[config.mk]
export PLATFORM = sky130hd
export DESIGN_NAME = control_sequencer
export DESIGN_NICKNAME = d
export VERILOG_FILES = /design/src/rtl/control_sequencer.sv
export SDC_FILE = /design/constraint.sdc
export NUM_CORES = 1
export LEC_CHECK = 0
export BUFFER_PORTS_ARGS = -buffer_cell sky130_fd_sc_hd__buf_2
export CAP_MARGIN = 30
export CORE_MARGIN = 2
export CORE_UTILIZATION = 50
export CTS_CLUSTER_SIZE = 12
export DETAILED_ROUTE_END_ITERATION = 16
export HOLD_SLACK_MARGIN = 0.05
export MAX_ROUTING_LAYER = met4
export PLACE_DENSITY = 0.84
export SLEW_MARGIN = 20
export SYNTH_ARGS = -nofsm -noshare
export SYNTH_HDL_FRONTEND = slang
export SYNTH_SLANG_ARGS = --single-unit
[constraint.sdc]
create_clock -name clk -period 3.73 [get_ports clk]
set_input_delay 0.373 -clock clk [delete_from_list [all_inputs] [get_ports clk]]
set_output_delay 0.373 -clock clk [all_outputs]
set_load 0.005 [all_outputs]
[src/rtl/control_sequencer.sv]
// Instruction-cycle control decoder: turns the T0..T4 timing phases plus the latched
// instruction into datapath strobes, and tracks halt status and sticky phase errors.
module control_sequencer (
  input  logic        clk,
  input  logic        Reset,
  input  logic        T0,
  input  logic        T1,
  input  logic        T2,
  input  logic        T3,
  input  logic        T4,
  input  logic [15:0] mem_data,
  input  logic        ac_msb,
  input  logic        ac_zero,
  output logic        ar_ld,
  output logic [1:0]  ar_src,
  output logic        mem_rd,
  output logic        mem_wr,
  output logic        ir_ld,
  output logic        pc_inc,
  output logic        pc_ld,
  output logic [2:0]  ac_op,
  output logic        sc_clr,
  output logic [15:0] ir,
  output logic [7:0]  dec,
  output logic        i_bit,
  output logic        halted,
  output logic        t_err
);

  localparam logic [1:0] SRC_PC   = 2'b00;
  localparam logic [1:0] SRC_IR   = 2'b01;
  localparam logic [1:0] SRC_MEM  = 2'b10;

  localparam logic [2:0] OP_NONE  = 3'b000;
  localparam logic [2:0] OP_AND   = 3'b001;
  localparam logic [2:0] OP_ADD   = 3'b010;
  localparam logic [2:0] OP_LDA   = 3'b011;
  localparam logic [2:0] OP_CLR   = 3'b100;
  localparam logic [2:0] OP_INC   = 3'b101;

  logic [4:0] t;
  logic       phase_ok;
  logic       active;
  logic       reg_ref;
  logic       skip;
  logic       halt_now;

  assign t        = {T4, T3, T2, T1, T0};
  // Exactly one phase active: non-zero and a power of two.
  assign phase_ok = (t != 5'd0) && ((t & (t - 5'd1)) == 5'd0);
  assign active   = !halted && phase_ok;
  assign reg_ref  = dec[7] && !i_bit;
  assign skip     = (ir[4] && !ac_msb) || (ir[3] && ac_msb) || (ir[2] && ac_zero);
  assign halt_now = active && T3 && reg_ref && ir[0];

  always_comb begin
    ar_ld  = 1'b0;
    ar_src = SRC_PC;
    mem_rd = 1'b0;
    mem_wr = 1'b0;
    ir_ld  = 1'b0;
    pc_inc = 1'b0;
    pc_ld  = 1'b0;
    ac_op  = OP_NONE;
    sc_clr = 1'b0;
    if (active) begin
      if (T0) begin
        ar_ld  = 1'b1;
        ar_src = SRC_PC;
      end else if (T1) begin
        mem_rd = 1'b1;
        ir_ld  = 1'b1;
        pc_inc = 1'b1;
      end else if (T2) begin
        ar_ld  = 1'b1;
        ar_src = SRC_IR;
      end else if (T3) begin
        if (dec[7]) begin
          sc_clr = 1'b1;
          if (!i_bit) begin
            if (ir[11])
              ac_op = OP_CLR;
            else if (ir[7])
              ac_op = OP_INC;
            pc_inc = skip;
          end
        end else if (i_bit) begin
          mem_rd = 1'b1;
          ar_ld  = 1'b1;
          ar_src = SRC_MEM;
        end
      end else begin
        // T4: memory-reference execute; a register-reference here only recovers the clear.
        sc_clr = 1'b1;
        if (!dec[7]) begin
          if (dec[0]) begin
            mem_rd = 1'b1;
            ac_op  = OP_AND;
          end else if (dec[1]) begin
            mem_rd = 1'b1;
            ac_op  = OP_ADD;
          end else if (dec[2]) begin
            mem_rd = 1'b1;
            ac_op  = OP_LDA;
          end else if (dec[3]) begin
            mem_wr = 1'b1;
          end else if (dec[4]) begin
            pc_ld  = 1'b1;
          end
        end
      end
    end
  end

  always_ff @(posedge clk or posedge Reset) begin
    if (Reset) begin
      ir     <= 16'h0000;
      dec    <= 8'h00;
      i_bit  <= 1'b0;
      halted <= 1'b0;
      t_err  <= 1'b0;
    end else begin
      if (!halted && !phase_ok)
        t_err <= 1'b1;
      if (ir_ld)
        ir <= mem_data;
      if (active && T2) begin
        dec   <= 8'd1 << ir[14:12];
        i_bit <= ir[15];
      end
      if (halt_now)
        halted <= 1'b1;
    end
  end

endmodule

Word level (Yosys, flattened, before mapping)
Index checks and enable logic that the tools add are counted.

word-level totals
  output and inout bits = 39
  register bits = 27
  bits of input ports = 25

operators by class
  add/sub/neg operators = 1
  bitwise operators = 1
  muxes and demuxes = 73
  shifts and indexed selects = 1
  reductions and logical operators = 19

operators with widths
  cell                 count
  $mux 1               53
  $mux 3               9
  $mux 2               11
  $logic_and 1x1->1    11
  $shl 1x3->8 const A  1
  $and 5x5->5          1
  $logic_not 5->1      1
  $reduce_bool 5->1    1
  $sub 5x1->5 const B  1
  $logic_not 1->1      4
  $logic_or 1x1->1     2

Depth between registers and ports, before layout
Gate-level depths: netlist (run 1).

  depth in word-level cells = 11
  depth in mapped cells = 5
  gate-level depth less buffers = 3

Least setup slack after synthesis (run 1)
OpenSTA, ideal clock, no wires.

  kind = input to output
  start point = input T1
  end point = output ar_ld
  path buffers = 1
  data required time = 3.357 ns
  arrival time = 1.494 ns
  path slack = 1.863 ns
  stages = 4
  path through = or4b_1 > clkbuf_1 > mux2_2 > a21oi_1

on the way
  cells in the longest elaborated chain, start to end = 6
  elaborated cells on any way between the ends = 9

RTL lines
  what               line  RTL
  from (decl)        7     input logic T1,
  $sub 5x1->5        50    assign phase_ok = (t != 5'd0) && ((t & (t - 5'd1)) == 5'd0);
  $and 5x5->5        50
  $logic_not 5->1    50
  $logic_and 1x1->1  50
  $logic_and 1x1->1  51    assign active = !halted && phase_ok;
  $mux 1 (*)         66    if (active) begin
  to (decl)          14    output logic ar_ld,

Mark *: on every way between the ends. The rest lies on a longest branch, timed or not.

Final worst setup path (run 1)
  start point = register halted
  end point = output pc_ld

on the way
  cells in the longest elaborated chain, start to end = 3

RTL lines
  what                    line  RTL
  from (decl)             26    output logic halted,
  from (signal assigned)  120   halted <= 1'b0;
  from (signal assigned)  132   halted <= 1'b1;
  $logic_not 1->1         51
  $logic_and 1x1->1       51
  $mux 1                  66
  to (decl)               20    output logic pc_ld,

Every way passes these cells.

==> impl_metrics.py, run 1 <==
metrics = {
    "setup_path": {
        "crit_family": "simple AND/OR/NAND/NOR gates",
        "worst_setup_path_end_kind": "primary output",
        "cp_data_arrival_time_ns": 1.88,
        "cp_slowest_cell": "nor4_1",
        "crit_buf_inv": 1,
        "cpPeakStageDelay_ns": 0.50,
        "crit_chain": "nor4_1 -> nand4_1 -> nor3b_1 -> buf_2",
        "start_kind": "register",
        "cp_max_fo": 8,
        "critPathRequiredTime_ns": 3.36,
        "critPathKind": "reg -> out",
    },
    "yosys": {
        "seq_area_frac_synth_pct": 46.5,
        "synth.area.mux_share_pct": 14.2,
        "synth-simple-area-share_pct": 15.4,
        "synth_compound_area_share_pct": 15.9,
        "ys_ff_latch": 27,
        "yosys_warnings": 0,
        "synthCells": 141,
        "synth_xor_area_share_pct": 2.41,
        "synth.distinct_cells": 33,
        "synthArstFlopShare_pct": 100,
        "synth_top_family_by_area": "compound AO/OA/AOI/OAI gates",
        "synthAdderAreaFrac_pct": 0,
        "synthesis.area_sq_um": 1450,
        "ys.flop_type": "dfrtp_1",
        "yosys-top-cells-area": "dfrtp_1, mux2_2, o41ai_1, o21ai_0, inv_1",
        "yosysTopAreaCell": "dfrtp_1",
        "synth_edf_count": 0,
        "syn-num-nets": 166,
        "synth_top_area_share_pct": 46.5,
        "syn_area_per_cell_sq_um": 10.3,
    },
    "clock_tree": {
        "cts_tree": "done",
        "cts.sinks": 27,
        "worstSkewPairLatency_ns": 0.33,
        "cts_root_buf": "clkbuf_4",
        "cts.repair.resized": 0,
        "cts.clk_slew.worst_paths_ns": 0.15,
        "cts_buffer_depth": 2,
        "htree_levels": 1,
        "numCtsBuffers": 3,
        "cts_setup_buffers": 0,
    },
    "floorplan": {
        "pin_count": 64,
        "die_height_microns": 57.9,
        "die_area_sq_um": 3360,
        "fp-row-count": 19,
        "core_area_sq_um": 2760,
        "start_util_pct": 52.7,
        "die_w_microns": 57.9,
    },
    "cells_and_area": {
        "syn2layout_area_growth_pct": 26.0,
        "layout.nets": 227,
        "final_cell_mix": "buf_2, dfrtp_1, mux2_2",
        "final_cells": 232,
        "fin_area_sq_um": 1830,
        "n_antenna_cell": 0,
        "finalCoreUtilization_pct": 66.4,
        "mostFrequentLayoutCell": "buf_2",
        "layout-drive-gt1-share_pct": 44.8,
        "fillers": 237,
    },
    "drt": {
        "routed_via_density": 5.87,
        "finalWirelength_microns": 3300,
        "routedWlPerCell_microns": 14.2,
        "ant_nets": 0,
        "first_iter_violations": 42,
        "via_count": 1362,
        "dr.pass1.iters": 4,
        "drc_errors": 0,
    },
    "global_routing": {
        "grt_pass1_vias": 1252,
        "antenna_found_initial": 0,
        "grt_use_total_pct": 21.7,
        "grt_max_degree": 28,
        "overflow": 0,
        "grt_pass1_wl_microns": 5500,
    },
    "run_status": {
        "status": "finished, final reports clean",
    },
    "power": {
        "internal_power_w": 0.000361,
        "p_clk_share_pct": 26.6,
        "powerDensity_nw_per_um2": 261,
        "p_seq_share_pct": 62.4,
        "vdd_ir_drop_max_v": 0.000246,
        "swShare_pct": 24.6,
        "p_leak_nw": 0.966,
        "combPwrFrac_pct": 11.0,
        "switching_power_w": 0.000118,
    },
    "place": {
        "post-dp-hpwl_microns": 2470,
        "pre_cts_ws_ns": 1.51,
        "place_inst": 226,
        "place_area_sq_um": 1760,
        "gp_congestion": 0.866,
        "io_buffers": 63,
    },
    "worst_hold_path": {
        "hold_class": "in -> reg",
    },
    "job": {
        "cap_violations": 0,
    },
    "sta": {
        "slew_headroom_pct": 67.8,
        "setup_viol": 0,
        "max_clock_freq_mhz": 445,
        "worst_clock_skew_ns": 0.0145,
        "tightest_slew_ns": 0.479,
        "setup_slack_ns": 1.48,
        "rsz0062_at_grt": "false",
        "period_share_pct": 60.3,
        "maxSlewViolCount": 0,
        "setup_tns_ns": 0,
        "hold_viol": 0,
        "final.min_clock_period_ns": 2.25,
    },
}
[worst paths after layout]
kind                                  start     end  slack, ns  cells past startpoint
worst max register to register       halted   i_bit       2.05                      3
worst min register to register        t_err   t_err       0.53                      2
worst max-delay path                 halted   pc_ld       1.48                      4
min in group asynchronous             Reset   ir[5]       0.52                      3
max in group asynchronous             Reset  ir[11]       2.83                      4
worst min-delay path            mem_data[6]   ir[6]       0.26                      2
[cells in the mapped netlist (2+ instances only)]
master and n:
o211ai_1 3, dfrtp_1 27, o21ai_0 13, clkbuf_1 6
or4_1 2, nor2b_1 3, nand2b_1 3, nand4_1 2
nor2_1 10, a21oi_1 5, xor2_1 3, nor3_1 3
inv_1 10, buf_2 2, o41ai_1 9, a31oi_1 2
or2_2 3, mux2_2 17, nand3b_1 2, nand2_1 2
nor4_1 2
[layout make-up]
cell class,instances,area [sq um],area share [%]
Inverter,10,37.5,2.05
Clock buffer,3,22.5,1.23
Clock inverter,1,7.51,0.410
Timing Repair Buffer,65,353,19.3
Multi-Input combinational cell,95,697,38.0
Tap cell,31,38.8,2.12
Sequential cell,27,676,36.9
[sequential cells by signal, summed over array words and instances (netlist names)]
| register | flops |
|---|---|
| ir | 16 |
| dec | 8 |
| halted | 1 |
| i_bit | 1 |
| t_err | 1 |
[timing repair]
| item | CTS | global route |
|---|---|---|
| hold buffers | 0 | 1 |
| endpoints found under the setup margin | 0 | 0 |
| hold endpoints to repair | 0 | 8 |
[power by group through the flow]
stage          Sequential (W)  Combinational (W)  Clock (W)
2_1_floorplan        0.000304          0.0000269          0
3_3_place_gp         0.000304          0.0000458          0
3_5_place_dp         0.000304          0.0000484          0
4_1_cts              0.000299          0.0000485   0.000132
5_1_grt              0.000299          0.0000587   0.000147
6_report             0.000299          0.0000524   0.000127
[kinds of logic (layout without fill, tap and decap cells)]
group	count (synthesis)	after routing
multiplexers	18	18
XOR/XNOR	4	4
AO/OA/AOI/OAI	35	35
AND/OR/NAND/NOR	38	38
flip-flops	27	27
buffers and inverters	19	79
[layer usage]
layer	routed length [microns]	global-route usage [%]
met5	0	-
met4	69	9.63
met3	195	2.01
met2	1630	33.9
met1	1410	28.8
[per-stage QoR]
step                      power [W]  hold WS, ns
final                      0.000478        0.261
after global routing       0.000505        0.240
after CTS                  0.000480        0.250
after detailed placement   0.000352        0.492
after global placement     0.000350        0.483
after floorplan            0.000331        0.426
(Power assumes the default switching activity.)
==> run 2: changes to the inputs <==
ABC_AREA = 1   (was not set)
CORE_UTILIZATION = 47   (was 50)
PLACE_DENSITY = 0.79   (was 0.84)
clock period = 2.1 ns   (was 3.73 ns; I/O delays follow)
==> run 2 against run 1 <==
  * Sequential power grew 75%
  * Combinational power grew 68%
  * Count of clock-buffer cells in the layout is the same
  * Non-clock buffer count is 4 higher
  * Design area up 4.5%
  * Total power grew 76%
  * Die area is 10% higher
  * Area after synthesis up 4.6%
==> impl_metrics.py, run 2 <==
metrics = {
    "global_routing": {
        "grt_pass1_wl_microns": 5920,
        "grt_util_met1_pct": 30.2,
        "grt_util_met3_pct": 2.56,
        "antenna_found_initial": 0,
        "grt_pass1_vias": 1352,
        "grt_max_degree": 28,
        "met2_usage_pct": 34.7,
        "overflow": 0,
        "grt_use_total_pct": 22.0,
        "busiest_layer": "met2",
    },
    "yosys": {
        "synth_commonest_cells": "nand2_1, nand4_1, dfrtp_1",
        "synthCells": 195,
        "synth.most_common_cell": "nand2_1",
        "yosysTopAreaCell": "dfrtp_1",
        "ys_ff_latch": 27,
        "synth_top_area_share_pct": 44.4,
        "seq_area_frac_synth_pct": 44.4,
        "synth.distinct_cells": 23,
        "synthArstFlopShare_pct": 100,
        "synth_edf_count": 0,
        "synthesis.area_sq_um": 1520,
        "ys.flop_type": "dfrtp_1",
        "syn-num-nets": 220,
        "syn_area_per_cell_sq_um": 7.80,
        "yosys_warnings": 0,
        "yosys-top-cells-area": "dfrtp_1, nand2_1, nand4_1, inv_1, nor3_2",
    },
    "place": {
        "gp_congestion": 0.877,
        "place_inst": 298,
        "io_buffers": 63,
        "post-dp-hpwl_microns": 2780,
    },
    "clock_tree": {
        "htree_levels": 1,
        "cts_root_buf": "clkbuf_4",
        "cts.clk_slew.worst_paths_ns": 0.16,
        "cts_tree": "done",
        "numCtsBuffers": 3,
        "cts_buffer_depth": 2,
        "cts.sinks": 27,
        "worstSkewPairLatency_ns": 0.33,
        "cts.repair.resized": 0,
    },
    "floorplan": {
        "die_height_microns": 60.9,
        "die_area_sq_um": 3710,
        "pin_count": 64,
        "fp-row-count": 20,
        "core_area_sq_um": 3050,
        "start_util_pct": 49.8,
        "die_w_microns": 60.9,
    },
    "setup_path": {
        "worst_setup_path_end_kind": "primary output",
        "critPathRequiredTime_ns": 1.89,
        "critPathKind": "reg -> out",
        "cp_max_fo": 17,
        "crit_buf_inv": 2,
        "cpPeakStageDelay_ns": 0.48,
        "cp_data_arrival_time_ns": 1.72,
        "crit_family": "buffers and inverters",
        "start_kind": "register",
        "cp_slowest_cell": "inv_1",
        "crit_chain": "inv_1 -> nand2_4 -> o21ai_1 -> buf_2",
    },
    "drt": {
        "first_iter_violations": 58,
        "routedWlPerCell_microns": 12.2,
        "via_count": 1552,
        "routed_via_density": 5.12,
        "finalWirelength_microns": 3690,
        "drc_errors": 0,
        "ant_nets": 0,
        "dr.pass1.iters": 4,
    },
    "sta": {
        "slew_headroom_pct": 58.0,
        "final.min_clock_period_ns": 1.93,
        "setup_tns_ns": 0,
        "worst_clock_skew_ns": 0.0127,
        "tightest_slew_ns": 0.630,
        "rsz0062_at_grt": "false",
        "timing.hold.ws_ns": 0.107,
        "maxSlewViolCount": 0,
        "setup_viol": 0,
        "period_share_pct": 91.9,
        "max_clock_freq_mhz": 518,
        "hold_viol": 0,
    },
    "cells_and_area": {
        "n_antenna_cell": 0,
        "fillers": 319,
        "syn2layout_area_growth_pct": 25.9,
        "layout-drive-gt1-share_pct": 32.8,
        "final_cell_mix": "nand2_1, buf_2, nand4_1",
        "mostFrequentLayoutCell": "nand2_1",
        "top_regs": "ir x16, dec x8",
        "layout.nets": 285,
        "final_cells": 303,
        "top_register": "ir",
        "largest_reg_flops": 16,
    },
    "run_status": {
        "status": "finished, final reports clean",
    },
    "power": {
        "switching_power_w": 0.000216,
        "combPwrFrac_pct": 10.5,
        "vdd_ir_drop_max_v": 0.000300,
        "swShare_pct": 25.7,
        "powerDensity_nw_per_um2": 439,
        "p_seq_share_pct": 62.1,
        "internal_power_w": 0.000625,
        "p_clk_share_pct": 27.4,
        "p_leak_nw": 1.11,
    },
    "worst_hold_path": {
        "hold_class": "in -> reg",
    },
    "job": {
        "cap_violations": 0,
    },
}
==> run 2: per-layer routing <==
layer  vias up  wire length (microns)
met5         -                      0
met4         0                     43
met3         5                    201
met2        67                   1740
li1        777                      -
met1       703                   1710
==> run 2: layout make-up <==
class,count,area [sq um],area share (%)
Clock buffer,3,22.5,1.18
Sequential cell,27,676,35.3
Tap cell,44,55.1,2.88
Clock inverter,1,7.51,0.392
Multi-Input combinational cell,139,716,37.4
Timing Repair Buffer,69,363,19.0
Inverter,20,75.1,3.92
==> run 2: cell families after synthesis <==
family                 synth area share, %
AOI/OAI and AO/OA                     3.62
buffers and inverters                 8.48
and+or+nand+nor                       43.5
DFF                                   44.4
==> run 2: timing repair <==
action / 4_1_cts / 5_1_grt
hold endpoints to repair: 27 / 0
setup buffers: 0 / 0
hold buffers: 1 / 0
==> run 2: worst paths after layout <==
check | startpoint | end | slack [ns] | cells past startpoint
setup / recovery | halted | pc_inc | 0.17 | 4
max in group asynchronous | Reset | dec[7] | 1.39 | 4
hold reg to reg | ir[10] | ir[10] | 0.49 | 2
min in group asynchronous | Reset | ir[2] | 0.45 | 4
hold / removal | mem_data[14] | ir[14] | 0.11 | 3
setup reg to reg | halted | ir[9] | 0.58 | 5
==> run 2: worst min-delay path, delay by kind of cell <==
| kind | cells | cell delay, ns |
|---|---|---|
| buffers and inverters | 1 | 0.10 |
| AND/OR/NAND/NOR | 2 | 0.12 |
==> run 2: power groups by stage <==
| stage | Sequential (W) | Clock, W | Combinational [W] |
|---|---|---|---|
| 2_1_floorplan | 0.000532 | 0 | 0.0000491 |
| 3_3_place_gp | 0.000532 | 0 | 0.0000865 |
| 3_5_place_dp | 0.000532 | 0 | 0.0000878 |
| 4_1_cts | 0.000522 | 0.000241 | 0.0000896 |
| 5_1_grt | 0.000523 | 0.000264 | 0.0000983 |
| 6_report | 0.000522 | 0.000231 | 0.0000882 |
==> run 2: stage by stage <==
stage / setup slack, ns / power, W / cell area (sq um) / utilization, %
final: 0.170 / 0.000841 / 1910 / 62.7
after global routing: 0.0488 / 0.000885 / 1910 / 62.7
after CTS: 0.151 / 0.000853 / 1910 / 62.7
after detailed placement: 0.318 / 0.000620 / 1870 / 61.4
after global placement: 0.389 / 0.000618 / 1870 / 61.4
after floorplan: 0.829 / 0.000581 / 1520 / -
